`src/rtl/hazard_fwd_ctrl_pkg.sv`:
```
// Shared constants for the hazard / forwarding controller.
// Forwarding select codes match the EX-stage operand mux encoding.
// Optional perf counters are enabled with the HAZ_PERF_CNT_EN macro (see top).
package hazard_fwd_ctrl_pkg;

    localparam int REG_AW_DEF  = 5;
    localparam int DIV_LAT_DEF = 8;

    // Operand source selects consumed by the EX-stage operand mux.
    localparam logic [1:0] SEL_RF = 2'd0;
    localparam logic [1:0] SEL_EX = 2'd1;
    localparam logic [1:0] SEL_LS = 2'd2;
    localparam logic [1:0] SEL_WB = 2'd3;

    // Divide-occupancy FSM states.
    localparam logic [0:0] ST_IDLE     = 1'b0;
    localparam logic [0:0] ST_DIV_BUSY = 1'b1;

    // Nearest producer wins: EX beats LS beats WB beats the register file.
    function automatic logic [1:0] pick_sel(input logic hit_ex,
                                            input logic hit_ls,
                                            input logic hit_wb);
        if (hit_ex) begin
            return SEL_EX;
        end
        if (hit_ls) begin
            return SEL_LS;
        end
        if (hit_wb) begin
            return SEL_WB;
        end
        return SEL_RF;
    endfunction

endpackage

```
`src/rtl/hazard_fwd_ctrl_fwd_sel_pick.sv`:
```
// Priority pick of one forwarding select from the three shadow entries
// (index 0 = EX, 1 = LS, 2 = WB). Also reports the raw EX hit so the
// parent can detect load-use hazards without repeating the compare.
module fwd_sel_pick
    import hazard_fwd_ctrl_pkg::*;
#(
    parameter int REG_AW = REG_AW_DEF
) (
    input  logic [REG_AW-1:0] rs_i,
    input  logic              rs_used_i,
    input  logic [2:0]        sh_vld_i,
    input  logic [2:0]        sh_wen_i,
    input  logic [REG_AW-1:0] rd_ex_i,
    input  logic [REG_AW-1:0] rd_ls_i,
    input  logic [REG_AW-1:0] rd_wb_i,
    output logic              hit_ex_o,
    output logic [1:0]        sel_o
);

    logic [2:0] hit;

    // Match rule: valid producer that writes a non-zero rd equal to a used source.
    always_comb begin
        hit      = '0;
        hit[0]   = sh_vld_i[0] & sh_wen_i[0] & (rd_ex_i != '0) & (rd_ex_i == rs_i) & rs_used_i;
        hit[1]   = sh_vld_i[1] & sh_wen_i[1] & (rd_ls_i != '0) & (rd_ls_i == rs_i) & rs_used_i;
        hit[2]   = sh_vld_i[2] & sh_wen_i[2] & (rd_wb_i != '0) & (rd_wb_i == rs_i) & rs_used_i;
        hit_ex_o = hit[0];
        sel_o    = pick_sel(hit[0], hit[1], hit[2]);
    end

endmodule

```
`src/rtl/hazard_fwd_ctrl.sv`:
```
// Hazard detection and operand-forwarding control for the 5-stage core.
// Tracks rd of the instructions in EX/LS/WB in a shadow pipeline, registers
// the forwarding selects as ID advances into EX, and generates stall /
// bubble / flush for load-use, divide occupancy and taken jumps.
//
// Flow control: the ID instruction (qualified by id_valid_i) advances into
// EX on a clock edge exactly when stall_o=0 and flush_o=0; while stall_o=1
// the upstream stages must hold PC, IF/ID and the ID inputs unchanged.
//
// Optional feature: define HAZ_PERF_CNT_EN to add the 64-bit luse_cnt_o and
// divstall_cnt_o performance counters.
module hazard_fwd_ctrl
    import hazard_fwd_ctrl_pkg::*;
#(
    parameter int DIV_LAT = DIV_LAT_DEF,   // legal range 2..64
    parameter int REG_AW  = REG_AW_DEF
) (
    input  logic              clk,
    input  logic              rst,
    input  logic              id_valid_i,
    input  logic [REG_AW-1:0] id_rs1_i,
    input  logic [REG_AW-1:0] id_rs2_i,
    input  logic              id_rs1_used_i,
    input  logic              id_rs2_used_i,
    input  logic [REG_AW-1:0] id_rd_i,
    input  logic              id_rd_wen_i,
    input  logic              id_is_load_i,
    input  logic              id_is_div_i,
    input  logic              ex_is_jump_i,
    output logic [1:0]        rs1_sel_o,
    output logic [1:0]        rs2_sel_o,
    output logic              stall_o,
    output logic              bubble_ex_o,
    output logic              flush_o
`ifdef HAZ_PERF_CNT_EN
    ,
    output logic [63:0]       luse_cnt_o,
    output logic [63:0]       divstall_cnt_o
`endif
);

    localparam int               CNT_W    = $clog2(DIV_LAT);
    localparam logic [CNT_W-1:0] CNT_LOAD = CNT_W'(DIV_LAT - 1);
    localparam logic [CNT_W-1:0] CNT_ONE  = CNT_W'(1);

    // Shadow pipeline, bit/entry index 0 = EX, 1 = LS, 2 = WB.
    // Only the EX entry needs is_load: a load is only a hazard one stage ahead.
    logic [2:0]        sh_vld_q, sh_vld_d;
    logic [2:0]        sh_wen_q, sh_wen_d;
    logic [REG_AW-1:0] rd_ex_q, rd_ex_d;
    logic [REG_AW-1:0] rd_ls_q, rd_ls_d;
    logic [REG_AW-1:0] rd_wb_q, rd_wb_d;
    logic              sh_ld_q, sh_ld_d;

    logic [0:0]        state_q, state_d;
    logic [CNT_W-1:0]  cnt_q, cnt_d;
    logic [1:0]        rs1_sel_q, rs1_sel_d;
    logic [1:0]        rs2_sel_q, rs2_sel_d;

    logic              rs1_hit_ex, rs2_hit_ex;
    logic [1:0]        rs1_pick, rs2_pick;
    logic              div_busy, flush, luse, stall, advance;

    fwd_sel_pick #(.REG_AW(REG_AW)) u_pick_rs1 (
        .rs_i      (id_rs1_i),
        .rs_used_i (id_rs1_used_i),
        .sh_vld_i  (sh_vld_q),
        .sh_wen_i  (sh_wen_q),
        .rd_ex_i   (rd_ex_q),
        .rd_ls_i   (rd_ls_q),
        .rd_wb_i   (rd_wb_q),
        .hit_ex_o  (rs1_hit_ex),
        .sel_o     (rs1_pick)
    );

    fwd_sel_pick #(.REG_AW(REG_AW)) u_pick_rs2 (
        .rs_i      (id_rs2_i),
        .rs_used_i (id_rs2_used_i),
        .sh_vld_i  (sh_vld_q),
        .sh_wen_i  (sh_wen_q),
        .rd_ex_i   (rd_ex_q),
        .rd_ls_i   (rd_ls_q),
        .rd_wb_i   (rd_wb_q),
        .hit_ex_o  (rs2_hit_ex),
        .sel_o     (rs2_pick)
    );

    // Hazard decode: jumps are ignored while the divider owns EX, and a flush
    // drops any load-use stall seen in the same cycle.
    always_comb begin
        div_busy = (state_q == ST_DIV_BUSY);
        flush    = ex_is_jump_i & ~div_busy;
        luse     = id_valid_i & sh_ld_q & (rs1_hit_ex | rs2_hit_ex) & ~flush & ~div_busy;
        stall    = luse | div_busy;
        advance  = ~stall & ~flush;
    end

    // Shadow pipeline next state: frozen while dividing, otherwise shift and
    // load EX from ID (or an invalid entry on bubble/flush).
    always_comb begin
        sh_vld_d = sh_vld_q;
        sh_wen_d = sh_wen_q;
        rd_ex_d  = rd_ex_q;
        rd_ls_d  = rd_ls_q;
        rd_wb_d  = rd_wb_q;
        sh_ld_d  = sh_ld_q;
        if (!div_busy) begin
            sh_vld_d[2] = sh_vld_q[1];
            sh_wen_d[2] = sh_wen_q[1];
            rd_wb_d     = rd_ls_q;
            sh_vld_d[1] = sh_vld_q[0];
            sh_wen_d[1] = sh_wen_q[0];
            rd_ls_d     = rd_ex_q;
            if (advance) begin
                sh_vld_d[0] = id_valid_i;
                sh_wen_d[0] = id_rd_wen_i;
                rd_ex_d     = id_rd_i;
                sh_ld_d     = id_is_load_i;
            end else begin
                sh_vld_d[0] = 1'b0;
                sh_wen_d[0] = 1'b0;
                rd_ex_d     = '0;
                sh_ld_d     = 1'b0;
            end
        end
    end

    // Selects follow the ID instruction every cycle; a bubble or flush puts a
    // NOP into EX, which always reads the register file.
    always_comb begin
        rs1_sel_d = rs1_pick;
        rs2_sel_d = rs2_pick;
        if (luse || flush) begin
            rs1_sel_d = SEL_RF;
            rs2_sel_d = SEL_RF;
        end
    end

    // Divide occupancy FSM: the entry cycle plus DIV_LAT-1 busy cycles.
    always_comb begin
        state_d = state_q;
        cnt_d   = cnt_q;
        case (state_q)
            ST_IDLE: begin
                if (advance && id_valid_i && id_is_div_i) begin
                    state_d = ST_DIV_BUSY;
                    cnt_d   = CNT_LOAD;
                end
            end
            ST_DIV_BUSY: begin
                if (cnt_q == CNT_ONE) begin
                    state_d = ST_IDLE;
                    cnt_d   = '0;
                end else begin
                    cnt_d = cnt_q - CNT_ONE;
                end
            end
            default: begin
                state_d = ST_IDLE;
                cnt_d   = '0;
            end
        endcase
    end

    // State registers.
    always_ff @(posedge clk) begin
        if (rst) begin
            sh_vld_q  <= '0;
            sh_wen_q  <= '0;
            rd_ex_q   <= '0;
            rd_ls_q   <= '0;
            rd_wb_q   <= '0;
            sh_ld_q   <= 1'b0;
            state_q   <= ST_IDLE;
            cnt_q     <= '0;
            rs1_sel_q <= SEL_RF;
            rs2_sel_q <= SEL_RF;
        end else begin
            sh_vld_q  <= sh_vld_d;
            sh_wen_q  <= sh_wen_d;
            rd_ex_q   <= rd_ex_d;
            rd_ls_q   <= rd_ls_d;
            rd_wb_q   <= rd_wb_d;
            sh_ld_q   <= sh_ld_d;
            state_q   <= state_d;
            cnt_q     <= cnt_d;
            rs1_sel_q <= rs1_sel_d;
            rs2_sel_q <= rs2_sel_d;
        end
    end

    assign rs1_sel_o   = rs1_sel_q;
    assign rs2_sel_o   = rs2_sel_q;
    assign stall_o     = stall;
    assign bubble_ex_o = luse;
    assign flush_o     = flush;

`ifdef HAZ_PERF_CNT_EN
    logic [63:0] luse_cnt_q, luse_cnt_d;
    logic [63:0] div_cnt_q, div_cnt_d;

    // Count load-use stall cycles and divider busy cycles; wraps naturally.
    always_comb begin
        luse_cnt_d = luse_cnt_q + {63'd0, luse};
        div_cnt_d  = div_cnt_q + {63'd0, div_busy};
    end

    // Counter registers.
    always_ff @(posedge clk) begin
        if (rst) begin
            luse_cnt_q <= '0;
            div_cnt_q  <= '0;
        end else begin
            luse_cnt_q <= luse_cnt_d;
            div_cnt_q  <= div_cnt_d;
        end
    end

    assign luse_cnt_o     = luse_cnt_q;
    assign divstall_cnt_o = div_cnt_q;
`else
    // Counters not built in this configuration.
`endif

endmodule

```
`config.mk`:
```
export PLATFORM = sky130hd
export DESIGN_NAME = hazard_fwd_ctrl
export DESIGN_NICKNAME = d
export VERILOG_FILES = /design/src/rtl/hazard_fwd_ctrl_pkg.sv /design/src/rtl/hazard_fwd_ctrl_fwd_sel_pick.sv /design/src/rtl/hazard_fwd_ctrl.sv
export SDC_FILE = /design/constraint.sdc
export NUM_CORES = 1
export LEC_CHECK = 0
export ABC_AREA = 1
export BUFFER_PORTS_ARGS = -buffer_cell sky130_fd_sc_hd__buf_2
export CAP_MARGIN = 20
export CORE_MARGIN = 2
export CORE_UTILIZATION = 45
export DETAILED_ROUTE_END_ITERATION = 7
export PLACE_DENSITY = 0.69
export RECOVER_POWER = 100
export SYNTH_ARGS = -nofsm -noshare
export SYNTH_HDL_FRONTEND = slang
export SYNTH_SLANG_ARGS = --single-unit
```
`constraint.sdc`:
```
create_clock -name clk -period 1.3 [get_ports clk]
set_clock_uncertainty 0.05 [all_clocks]
set_input_delay 0.195 -clock clk [delete_from_list [all_inputs] [get_ports clk]]
set_output_delay 0.195 -clock clk [all_outputs]
set_load 0.02 [all_outputs]
```
==> results by group, run 1 <==
Run status
  • Outcome: complete, but fails checks
  • Failing checks: setup timing

GRT
  • Initial antenna violation count: 0
  • First-pass GRT wire length: 7.45 mm
  • GRT overflow: 0
  • Largest net degree at the start of global routing: 18
  • Vias in the first global route: 1747
  • Global Route Usage Sum: 22.8%

Clocking
  • Worst-Skew Late Latency: 0.28 ns
  • Clk root buf: clkbuf_8
  • Clock transition at path regs: 0.05 ns
  • CTS Buf Count: 5
  • Clock Sinks: 30
  • Clk buf depth: 2
  • H-tree Lvls: 2
  • CTS tree: done

Drt
  • Vias: 1813
  • Final WL: 4.46 mm
  • DR WL/cell: 12.1 um
  • Drt initial violations: 77
  • ANT nets after route: 0
  • Drt pass-1 iters: 4
  • Residual DRC: 0
  • Vias per inst: 4.93

Synthesis
  • Synth top area cells: dfxtp_1, nand2_1, inv_1
  • Primary FF master, synth: dfxtp_1
  • EDFF count, synth: 0
  • Avg Inst Size Synth: 6.86 sq um
  • Synth area leader: dfxtp_1
  • Sequential fraction of the synthesis area: 35.3%
  • Register bit count reported by yosys: 30
  • Yosys cell types: 27
  • Post-synthesis async set-or-reset flop share: 0%
  • Syn Inst Count: 248
  • Post-Syn Area: 1700 sq um
  • Top cell type's share of synthesized area: 35.3%
  • YS warnings: 0
  • Syn_nets: 274

Finish
  • Final-layout fill cell count: 345
  • Multi-input logic area: 1010 sq um
  • Reg area: 619 sq um
  • Area growth, synth to finish: 40.1%
  • Total inserted antenna cells: 0
  • Commonest non-fill, non-tap cells in the layout: buf_4, nand2_1, inv_1, nor2_1
  • Design Area, Final: 2380 sq um
  • Final net count: 345
  • Share of cells above drive strength 1: 40.3%
  • Commonest non-fill, non-tap cell in the layout: buf_4

Power and ir drop
  • Peak supply drop: 0.552 mV
  • Logic pwr share: 20.7%
  • Internal Power: 1.60 mW
  • Switching share of total power: 28.6%
  • Sequential share of power: 44.8%
  • Pleak: 1.15 nW
  • Net load switching power: 0.643 mW
  • Power per cell area: 943 nW/um^2
  • Clock share of power: 34.5%

Timing
  • Max_slew headroom: 79.0%
  • Final period util: 131%
  • Tmin final: 1.71 ns
  • Setup WS post-layout: -0.409 ns
  • RSZ-0062 raised after global routing: yes
  • F_max: 0.585 GHz
  • Final setup TNS: -4.65 ns
  • Hold Vio Cnt, Final: 0
  • Slew @ Worst Pin: 0.315 ns
  • Setup violations, final: 23
  • Number of max-slew violations in the final report: 0

Die
  • Io pins: 31
  • Row count: 22
  • Die Ht: 65.5 um
  • DIE WIDTH: 65.5 um
  • Initial Utilization: 46.5%
  • DIE AREA: 4290 sq um
  • Core area: 3660 sq um

Min path
  • Hold/Removal Path Class: in -> reg

Worst setup path
  • Peak fanout along the critical path: 5
  • Critical path capture point type: primary output
  • R2R Setup Slk: -0.37 ns
  • Reg2reg end: sh_wen_q[0]$_SDFFE_PP0N_
  • Worst setup SP type: flop
  • CP endpoint: bubble_ex_o
  • R2R cell count: 12
  • Worst Path Required: 1.05 ns
  • WP data arrival: 1.46 ns
  • Crit path kind: reg -> out
  • Worst Setup SP: rd_ex_q[3]$_SDFFE_PP0N_
  • R2r startpoint: rd_ex_q[1]$_SDFFE_PP0N_

Placed design
  • Cell Area, Placed: 2180 sq um
  • GP Congestion: 0.911
  • IO buf count: 30
  • Post-DP HPWL: 3.34 mm

Flow run
  • Max-Cap Viols: 0
Yosys cell counts (6+ instances only):
cell	count
nand2_1	43
o21ai_0	16
a21oi_2	8
dfxtp_1	30
clkbuf_1	7
nand3_1	15
a21oi_1	20
xor2_1	6
nor2_1	30
nand2_2	9
inv_2	6
inv_1	30
metrics by stage:
step	hold slack (ns)	util [%]	worst slack [ns]	total power, mW	std cells
after floorplan	0.274	-	-0.105	1.27	248
after global placement	0.388	59.6	-0.163	1.46	356
after detailed placement	0.390	59.6	-0.224	1.47	356
after CTS	0.0963	63.4	-0.417	2.25	366
after global routing	0.0975	65.1	-0.481	2.37	368
final	0.0978	65.1	-0.409	2.25	368
cells by family after synthesis:
logic type | Yosys count | synth area share, %
AO/OA/AOI/OAI | 53 | 18.9
XOR/XNOR | 10 | 5.15
adder cells (fa/ha/maj) | 2 | 1.47
buffers and inverters | 43 | 9.49
flip-flops | 30 | 35.3
AND/OR/NAND/NOR | 110 | 29.7
per-layer routing:
layer  wire [um]  vias to the layer above  track usage (%)
met5           0                        -                0
met4          61                        0             8.33
met3         267                        6             5.82
met2        2120                       49             38.1
met1        2010                      816             28.2
li1            -                      942                -
power groups by stage:
stage	clock network (mW)	registers, mW	logic, mW
global route	0.832	1.01	0.522
floorplan	0	1.02	0.252
finish	0.775	1.01	0.465
global placement	0	1.03	0.435
detailed placement	0	1.03	0.440
CTS	0.787	1.01	0.451
worst max-delay path: stages, from the launching register on:
cell	delay (ns)
dfxtp_2	0.33
inv_2	0.06
a21oi_2	0.15
nand2_2	0.07
nor2_2	0.11
nand3_2	0.09
nand2_2	0.11
nand3_2	0.09
inv_2	0.06
buf_6	0.10
sequential cells by signal, indices dropped and copies added, names as in the netlist:
register	count
sh_wen_q	3
rd_wb_q	5
rd_ex_q	5
sh_ld_q	1
rs1_sel_o	2
sh_vld_q	3
rd_ls_q	5
cnt_q	3
rs2_sel_o	2
div_busy	1
worst min-delay path by stage:
stage | startpoint | end | slack [ns] | cells after the start
floorplan | id_rd_i[0] | rd_ex_q[0]$_SDFFE_PP0N_ | 0.27 | 2
global placement | id_rd_i[0] | rd_ex_q[0]$_SDFFE_PP0N_ | 0.39 | 3
detailed placement | id_rd_i[4] | rd_ex_q[4]$_SDFFE_PP0N_ | 0.39 | 3
CTS | id_rd_i[4] | rd_ex_q[4]$_SDFFE_PP0N_ | 0.1 | 3
global route | id_rd_i[2] | rd_ex_q[2]$_SDFFE_PP0N_ | 0.1 | 3
finish | id_rd_i[1] | rd_ex_q[1]$_SDFFE_PP0N_ | 0.1 | 3
cell type report:
cell class / instances / area share (%)
clock buffers: 7 / 3.62
clock inverters: 1 / 0.210
inverters: 36 / 5.88
multi-input cells: 175 / 42.4
flip-flops and latches: 30 / 26.0
well taps: 48 / 2.52
repair buffers: 71 / 19.4
timing repair:
item                       4_1_cts  5_1_grt
hold buffers                     0        0
setup endpoints to repair       18       19
pin swaps                        5       18
buffers inserted                 2        2
cloned                           0        0
resized for setup               10       21
(Power assumes the default switching activity.)
==> run 2: changes to the inputs <==
--- a/config.mk
+++ b/config.mk
@@ -5,13 +5,13 @@
 export SDC_FILE = /design/constraint.sdc
 export NUM_CORES = 1
 export LEC_CHECK = 0
-export ABC_AREA = 1
+export ABC_AREA = 0
 export BUFFER_PORTS_ARGS = -buffer_cell sky130_fd_sc_hd__buf_2
 export CAP_MARGIN = 20
 export CORE_MARGIN = 2
 export CORE_UTILIZATION = 45
 export DETAILED_ROUTE_END_ITERATION = 7
-export PLACE_DENSITY = 0.69
+export PLACE_DENSITY = 0.7
 export RECOVER_POWER = 100
 export SYNTH_ARGS = -nofsm -noshare
 export SYNTH_HDL_FRONTEND = slang
==> run 2 against run 1 <==
Effect of this change: the flow still finishes with violations (setup timing); sequential power barely moved; hold slack got worse by 0.056 ns; first-iteration DRC count fell by 3.9%; highest routed layer unchanged; critical path type unchanged; setup slack got worse by 0.46 ns; die area fell by 5.7%; critical path depth fell by 3; fmax fell by 21%; routed wire length fell by 2.3%.
==> results by group, run 2 <==
GRT
  • Global Route Usage Sum: 23.0% (+0.23 points)
  • First-pass GRT wire length: 7.21 mm (-3.2%)
  • Largest net degree at the start of global routing: 15 (-3)
  • Vias in the first global route: 1534 (-12%)
  • GRT overflow: 0 (unchanged)
  • Initial antenna violation count: 0 (unchanged)

Die
  • DIE AREA: 4050 sq um (-5.7%)
  • Initial Utilization: 47.5% (+1.1 points)
  • Io pins: 31 (unchanged)
  • DIE WIDTH: 63.6 um (-2.9%)
  • Core area: 3360 sq um (-8.1%)
  • Die Ht: 63.6 um (-2.9%)
  • Row count: 21 (-4.5%)

Drt
  • DR WL/cell: 14.4 um (+19%)
  • ANT nets after route: 0 (unchanged)
  • Residual DRC: 0 (unchanged)
  • Final WL: 4.36 mm (-2.3%)
  • Drt initial violations: 74 (-3.9%)
  • Drt pass-1 iters: 4 (unchanged)
  • Vias per inst: 5.10 (+3.4%)
  • Vias: 1539 (-15%)

Synthesis
  • Top cell type's share of synthesized area: 37.6% (+2.3 points)
  • Yosys cell types: 37 (+37%)
  • Synth area leader: dfxtp_1
  • Synth top cells by count: dfxtp_1, nand2_1, nor2_1
  • Synth top area cells: dfxtp_1, mux2i_1, xor2_1
  • Post-synthesis async set-or-reset flop share: 0% (unchanged)
  • Post-Syn Area: 1600 sq um (-6.0%)
  • Primary FF master, synth: dfxtp_1
  • EDFF count, synth: 0 (unchanged)
  • Avg Inst Size Synth: 8.98 sq um (+31%)
  • Register bit count reported by yosys: 30 (unchanged)
  • YS warnings: 0 (unchanged)
  • Syn_nets: 204 (-26%)
  • Top-count cell post-synth: dfxtp_1
  • Syn Inst Count: 178 (-28%)
  • Sequential fraction of the synthesis area: 37.6% (+2.3 points)

Finish
  • Top flop regs: rd_ex_q (5), rd_ls_q (5), rd_wb_q (5)
  • Total inserted antenna cells: 0 (unchanged)
  • Post-Route Utilization: 72.3% (+7.2 points)
  • Final net count: 281 (-19%)
  • Design Area, Final: 2430 sq um (+2.0%)
  • Commonest non-fill, non-tap cells in the layout: buf_4, dfxtp_1, buf_2, nand2_1, nor2_1
  • Share of cells above drive strength 1: 43.0% (+2.7 points)
  • Post-Layout Cell Count: 302 (-18%)
  • Commonest non-fill, non-tap cell in the layout: buf_4
  • Area growth, synth to finish: 52.0%

Clocking
  • Worst-Skew Late Latency: 0.34 ns (+0.06 ns)
  • CTS Buf Count: 5 (unchanged)
  • Clk buf depth: 2 (unchanged)
  • CTS tree: done
  • Clock transition at path regs: 0.11 ns (+0.06 ns)
  • Clock Sinks: 30 (unchanged)
  • H-tree Lvls: 2 (unchanged)
  • Clk root buf: clkbuf_4
  • # hold bufs at CTS: 0 (unchanged)

Power and ir drop
  • Net load switching power: 0.603 mW (-6.3%)
  • Switching share of total power: 24.8% (-3.8 points)
  • Power per cell area: 1000 nW/um^2 (+6.0%)
  • Pwr Total: 2.43 mW (+8.1%)
  • Sequential share of power: 40.5% (-4.3 points)
  • Logic pwr share: 17.9% (-2.8 points)
  • Clock share of power: 41.6% (+7.1 points)
  • Internal Power: 1.83 mW (+14%)
  • Peak supply drop: 0.633 mV (+15%)
  • Pleak: 1.02 nW (-11%)

Placed design
  • Cell Area, Placed: 2080 sq um (-4.8%)
  • IO buf count: 30 (unchanged)
  • GP Congestion: 0.875 (-4.0%)
  • Post-Place Cells: 286 (-20%)
  • Post-DP HPWL: 3.00 mm (-10%)
  • Dpl ws: -0.570 ns (-0.345 ns)

Timing
  • Number of max-slew violations in the final report: 0 (unchanged)
  • Final setup TNS: -10.47 ns (-5.82 ns)
  • Final period util: 167% (+36 points)
  • RSZ-0062 raised after global routing: yes
  • Setup WS post-layout: -0.873 ns (-0.464 ns)
  • F_max: 0.460 GHz (-21%)
  • Setup violations, final: 19 (-17%)
  • Hold Vio Cnt, Final: 0 (unchanged)
  • Slew @ Worst Pin: 0.353 ns (+0.0378 ns)
  • Hold WS: 0.0415 ns (-0.0562 ns)
  • Tmin final: 2.17 ns (+0.464 ns)
  • Max_slew headroom: 76.3% (-2.6 points)

Worst setup path
  • Crit-path leading delay family: simple AND/OR/NAND/NOR gates
  • Slowest CP cell: or3_1
  • Buffers plus inverters on the worst setup path: 1 (-2)
  • WP depth: 6 (-3)
  • Critical path capture point type: primary output
  • Peak fanout along the critical path: 3 (-2)
  • Critical path cell sequence: or3_1 > o311a_1 > nand4b_1 > a21oi_4 > or2_4 > buf_6
  • Delay of the slowest critical-path stage: 0.37 ns (+0.04 ns)
  • WP data arrival: 1.93 ns (+0.47 ns)
  • R2R cell count: 7 (-5)
  • Crit path kind: reg -> out
  • Worst Path Required: 1.05 ns (about the same)
  • Worst setup SP type: flop

Min path
  • Worst Hold Depth: 3 (unchanged)
  • Hold/Removal Path Class: in -> reg

Run status
  • Failing checks: setup timing
  • Outcome: complete, but fails checks

Flow run
  • Max-Cap Viols: 0 (unchanged)
run 2: layer usage:
metal  up-vias  track usage (%)  share of wire, %
met1       711             29.8                46
met4         0             7.34               1.2
met3         6             4.64               5.2
met2        33             38.3                48
met5         -                0                 0
li1        789                -                 -
run 2: worst min-delay path: cells and delay by family:
family                 cells  cell delay, ns
AND/OR/NAND/NOR            1            0.06
AO/OA/AOI/OAI              1            0.06
buffers and inverters      1            0.09
run 2: final cells by class:
class                   count  area [sq um]
clock buffers               6          51.3
repair buffers             76           548
flip-flops and latches     30           611
clock inverters             2          60.1
inverters                   4          15.0
multi-input cells         138          1090
fillers                   269           932
well taps                  46          57.6
run 2: cells by family (layout without fill, tap and decap cells):
kind of cell	count (synthesis)	count (layout)	synth area share, %
AO/OA/AOI/OAI	29	29	13.5
flip-flops	30	30	37.6
XOR/XNOR	30	30	16.4
adder cells (fa/ha/maj)	2	2	1.56
buffers and inverters	10	88	2.66
multiplexers	14	14	8.76
AND/OR/NAND/NOR	63	63	19.5
run 2: worst paths after layout:
check        slack, ns                    start                      end
max              -0.87  rd_ex_q[0]$_SDFFE_PP0N_                  stall_o
max reg2reg      -0.60  rd_ex_q[0]$_SDFFE_PP0N_      div_busy$_SDFF_PP0_
min reg2reg       0.42     sh_ld_q$_SDFFE_PP0N_     sh_ld_q$_SDFFE_PP0N_
min               0.04               id_rd_i[2]  rd_ex_q[2]$_SDFFE_PP0N_
run 2: power by group through the flow:
stage                     clock network, mW  registers [mW]  logic (mW)
after global placement                    0            1.01       0.365
after floorplan                           0            1.01       0.192
after detailed placement                  0            1.01       0.370
after CTS                              1.01           0.982       0.413
final                                  1.01           0.984       0.435
after global routing                   1.06           0.990       0.473
run 2: repair_timing:
action,4_1_cts,5_1_grt
setup buffers,6,4
endpoints found under the setup margin,19,21
resized for setup,25,14
cloned,1,0
pin swaps,11,6
==> run 3: changes to the inputs <==
--- a/config.mk
+++ b/config.mk
@@ -11,8 +11,9 @@
 export CORE_MARGIN = 2
 export CORE_UTILIZATION = 45
 export DETAILED_ROUTE_END_ITERATION = 7
-export PLACE_DENSITY = 0.7
+export PLACE_DENSITY = 0.69
 export RECOVER_POWER = 100
 export SYNTH_ARGS = -nofsm -noshare
 export SYNTH_HDL_FRONTEND = slang
+export SYNTH_HIERARCHICAL = 1
 export SYNTH_SLANG_ARGS = --single-unit
==> run 3 against run 2 <==
Effect of this change: clock-buffer cell count unchanged; via count increased by 4.9%; routed wire length decreased by 3.0%; sequential cell count unchanged; sequential share of layout area increased by 0.44 points; largest cell class unchanged; highest routed layer unchanged; critical endpoint unchanged; register-to-register slack got worse by 0.08 ns; the run still ends with setup timing left; first-iteration DRC count decreased by 23%.
==> results by group, run 3 <==
GRT
  • Largest net degree at the start of global routing: 24 (+9)
  • Global Route Usage Sum: 22.5% (-0.49 points)
  • Initial antenna violation count: 0 (unchanged)
  • GRT overflow: 0 (unchanged)
  • Vias in the first global route: 1610 (+5.0%)
  • First-pass GRT wire length: 7.38 mm (+2.4%)

Run status
  • Failing checks: setup timing
  • Outcome: complete, but fails checks

Timing
  • F_max: 0.491 GHz (+6.6%)
  • Final period util: 157% (-10 points)
  • Tmin final: 2.04 ns (-0.135 ns)
  • Number of max-slew violations in the final report: 0 (unchanged)
  • Slew @ Worst Pin: 0.380 ns (+0.0272 ns)
  • Hold Vio Cnt, Final: 0 (unchanged)
  • Setup WS post-layout: -0.738 ns (+0.135 ns)
  • Setup violations, final: 19 (unchanged)
  • Final setup TNS: -10.48 ns (-0.00990 ns)
  • RSZ-0062 raised after global routing: yes
  • Max_slew headroom: 74.0% (-2.3 points)

Finish
  • Total inserted antenna cells: 0 (unchanged)
  • Top flop regs: rd_ex_q (5), rd_ls_q (5), rd_wb_q (5)
  • Area growth, synth to finish: 39.9%
  • Post-Layout Cell Count: 310 (+2.6%)
  • Final net count: 288 (+2.5%)
  • Final-layout fill cell count: 308 (+14%)
  • Share of cells above drive strength 1: 38.2% (-4.8 points)
  • Design Area, Final: 2400 sq um (-1.3%)
  • Commonest non-fill, non-tap cell in the layout: buf_4
  • Commonest non-fill, non-tap cells in the layout: buf_4, dfxtp_1, buf_2, nor2_1, xnor2_1

Power and ir drop
  • Pleak: 0.963 nW (-6.1%)
  • Pwr Total: 2.37 mW (-2.3%)
  • Power per cell area: 990 nW/um^2 (-0.94%)
  • Peak supply drop: 0.603 mV (-4.8%)

Placed design
  • IO buf count: 30 (unchanged)
  • Post-Place Cells: 295 (+3.1%)
  • GP Congestion: 0.899 (+2.7%)
  • Dpl ws: -0.557 ns (+0.0130 ns)
  • Cell Area, Placed: 2160 sq um (+3.9%)
  • Post-DP HPWL: 3.13 mm (+4.4%)

Synthesis
  • Avg Inst Size Synth: 9.07 sq um (+0.96%)
  • Synth top area cells: dfxtp_1, xnor2_1, mux2i_1
  • Post-synthesis async set-or-reset flop share: 0% (unchanged)
  • Yosys cell types: 39 (+5.4%)
  • Syn Inst Count: 189 (+6.2%)
  • Synth top cells by count: dfxtp_1, nor2_1, xnor2_1
  • Primary FF master, synth: dfxtp_1
  • EDFF count, synth: 0 (unchanged)
  • Syn_nets: 215 (+5.4%)
  • Top cell type's share of synthesized area: 35.0% (-2.5 points)
  • Post-Syn Area: 1710 sq um (+7.2%)
  • Synth area leader: dfxtp_1
  • YS warnings: 6 (+6)
  • Sequential fraction of the synthesis area: 35.0% (-2.5 points)
  • Register bit count reported by yosys: 30 (unchanged)
  • Top-count cell post-synth: dfxtp_1

Worst setup path
  • Worst setup SP type: flop
  • Buffers plus inverters on the worst setup path: 1 (unchanged)
  • Slowest CP cell: dfxtp_4
  • Worst Path Required: 1.05 ns (about the same)
  • Peak fanout along the critical path: 5 (+2)
  • Crit path kind: reg -> out
  • Crit path top cell by count: nand2_2
  • Critical path cell sequence: nor4_2 > nor2_1 > o2111a_1 > o21a_1 > nand2_2 > nand2_2 > buf_6
  • Crit-path leading delay family: simple AND/OR/NAND/NOR gates
  • WP data arrival: 1.79 ns (-0.14 ns)
  • Delay of the slowest critical-path stage: 0.37 ns (about the same)
  • Critical path capture point type: primary output

Drt
  • Drt initial violations: 57 (-23%)
  • ANT nets after route: 0 (unchanged)
  • Drt pass-1 iters: 4 (unchanged)
  • Residual DRC: 0 (unchanged)
  • Vias per inst: 5.21 (+2.2%)
  • Vias: 1615 (+4.9%)
  • DR WL/cell: 13.6 um (-5.5%)
  • Final WL: 4.23 mm (-3.0%)

Die
  • DIE AREA: 4320 sq um (+6.7%)
  • Io pins: 31 (unchanged)
  • Die Ht: 65.7 um (+3.3%)
  • Row count: 22 (+4.8%)
  • DIE WIDTH: 65.7 um (+3.3%)
  • Initial Utilization: 46.8% (-0.72 points)
  • Core area: 3660 sq um (+8.9%)

Clocking
  • Worst-Skew Late Latency: 0.29 ns (-0.05 ns)
  • H-tree Lvls: 2 (unchanged)
  • Clk buf depth: 2 (unchanged)
  • CTS tree: done
  • Clock Sinks: 30 (unchanged)
  • Clk root buf: clkbuf_8
  • CTS Buf Count: 5 (unchanged)
  • # hold bufs at CTS: 0 (unchanged)
  • Clock transition at path regs: 0.06 ns (-0.05 ns)

Min path
  • Hold/Removal Path Class: in -> reg

Flow run
  • Max-Cap Viols: 0 (unchanged)
## run 3: cell types whose count changed after synthesis, moves of 5 or more
cell / previous run / this run
inv_1: 4 / 9
nand3b_1: 1 / 7
o21ai_0: 5 / 0
o22ai_1: 0 / 7
o31ai_1: 8 / 0
xor2_1: 16 / 2
## run 3: cell families (layout without fill, tap and decap cells)
logic type      Yosys count  count (layout)  synth area share [%]
mux                      15              15                  8.76
fa+ha+maj                 2               2                  1.46
simple gates             75              75                  23.8
flops                    30              30                  35.0
compound gates           31              31                  15.3
buf+inv                  16              89                  5.40
xor+xnor                 20              20                  10.2
## run 3: worst min-delay path, stage by stage
cell,delay (ns)
buf_2,0.09
nand3b_1,0.06
o22ai_1,0.06
## run 3: where the power goes
group / switching [mW] / total [mW] / leakage (nW) / internal, mW
clock: 0.359 / 0.972 / 0.0573 / 0.612
sequential: 0.0424 / 0.995 / 0.247 / 0.952
combinational: 0.196 / 0.408 / 0.658 / 0.212
total: 0.598 / 2.37 / 0.963 / 1.78
## run 3: metrics by stage
stage	utilization, %	hold WS (ns)
finish	65.5	0.125
detailed placement	59.0	0.423
floorplan	-	0.308
CTS	64.6	0.118
global route	65.5	0.138
global placement	59.0	0.420
## run 3: metal layers
layer | GRT usage, % | vias up | routed length [um] | share of wire (%)
met5 | 0 | - | 0 | 0
met4 | 8.59 | 0 | 60 | 1.4
met3 | 4.79 | 5 | 186 | 4.4
met2 | 36.4 | 36 | 1970 | 46
met1 | 29.3 | 749 | 2010 | 48
li1 | - | 825 | - | -
## run 3: what timing repair did
action / 4_1_cts / 5_1_grt
resized for setup: 14 / 5
setup endpoints to repair: 19 / 19
setup buffers: 6 / 2
pin swaps: 12 / 8
## run 3: area by class of cell
cell class	instances	area, sq um	area share [%]
multi-input combinational	143	1080	45.1
sequential	30	613	25.6
timing repair buffer	73	497	20.7
clock buffer	6	82.6	3.44
tap	48	60.1	2.50
inverter	9	33.8	1.41
clock inverter	1	30.0	1.25
## run 3: worst paths after layout
path	from	to	slack [ns]	cells after the start
setup / recovery	rd_ex_q[2]$_SDFFE_PP0N_	stall_o	-0.74	7
hold / removal	id_rd_i[4]	rd_ex_q[4]$_SDFFE_PP0N_	0.12	3
setup reg to reg	rd_ex_q[2]$_SDFFE_PP0N_	cnt_q[0]$_SDFFE_PP0P_	-0.68	9
hold reg to reg	sh_ld_q$_SDFFE_PP0N_	sh_ld_q$_SDFFE_PP0N_	0.47	2
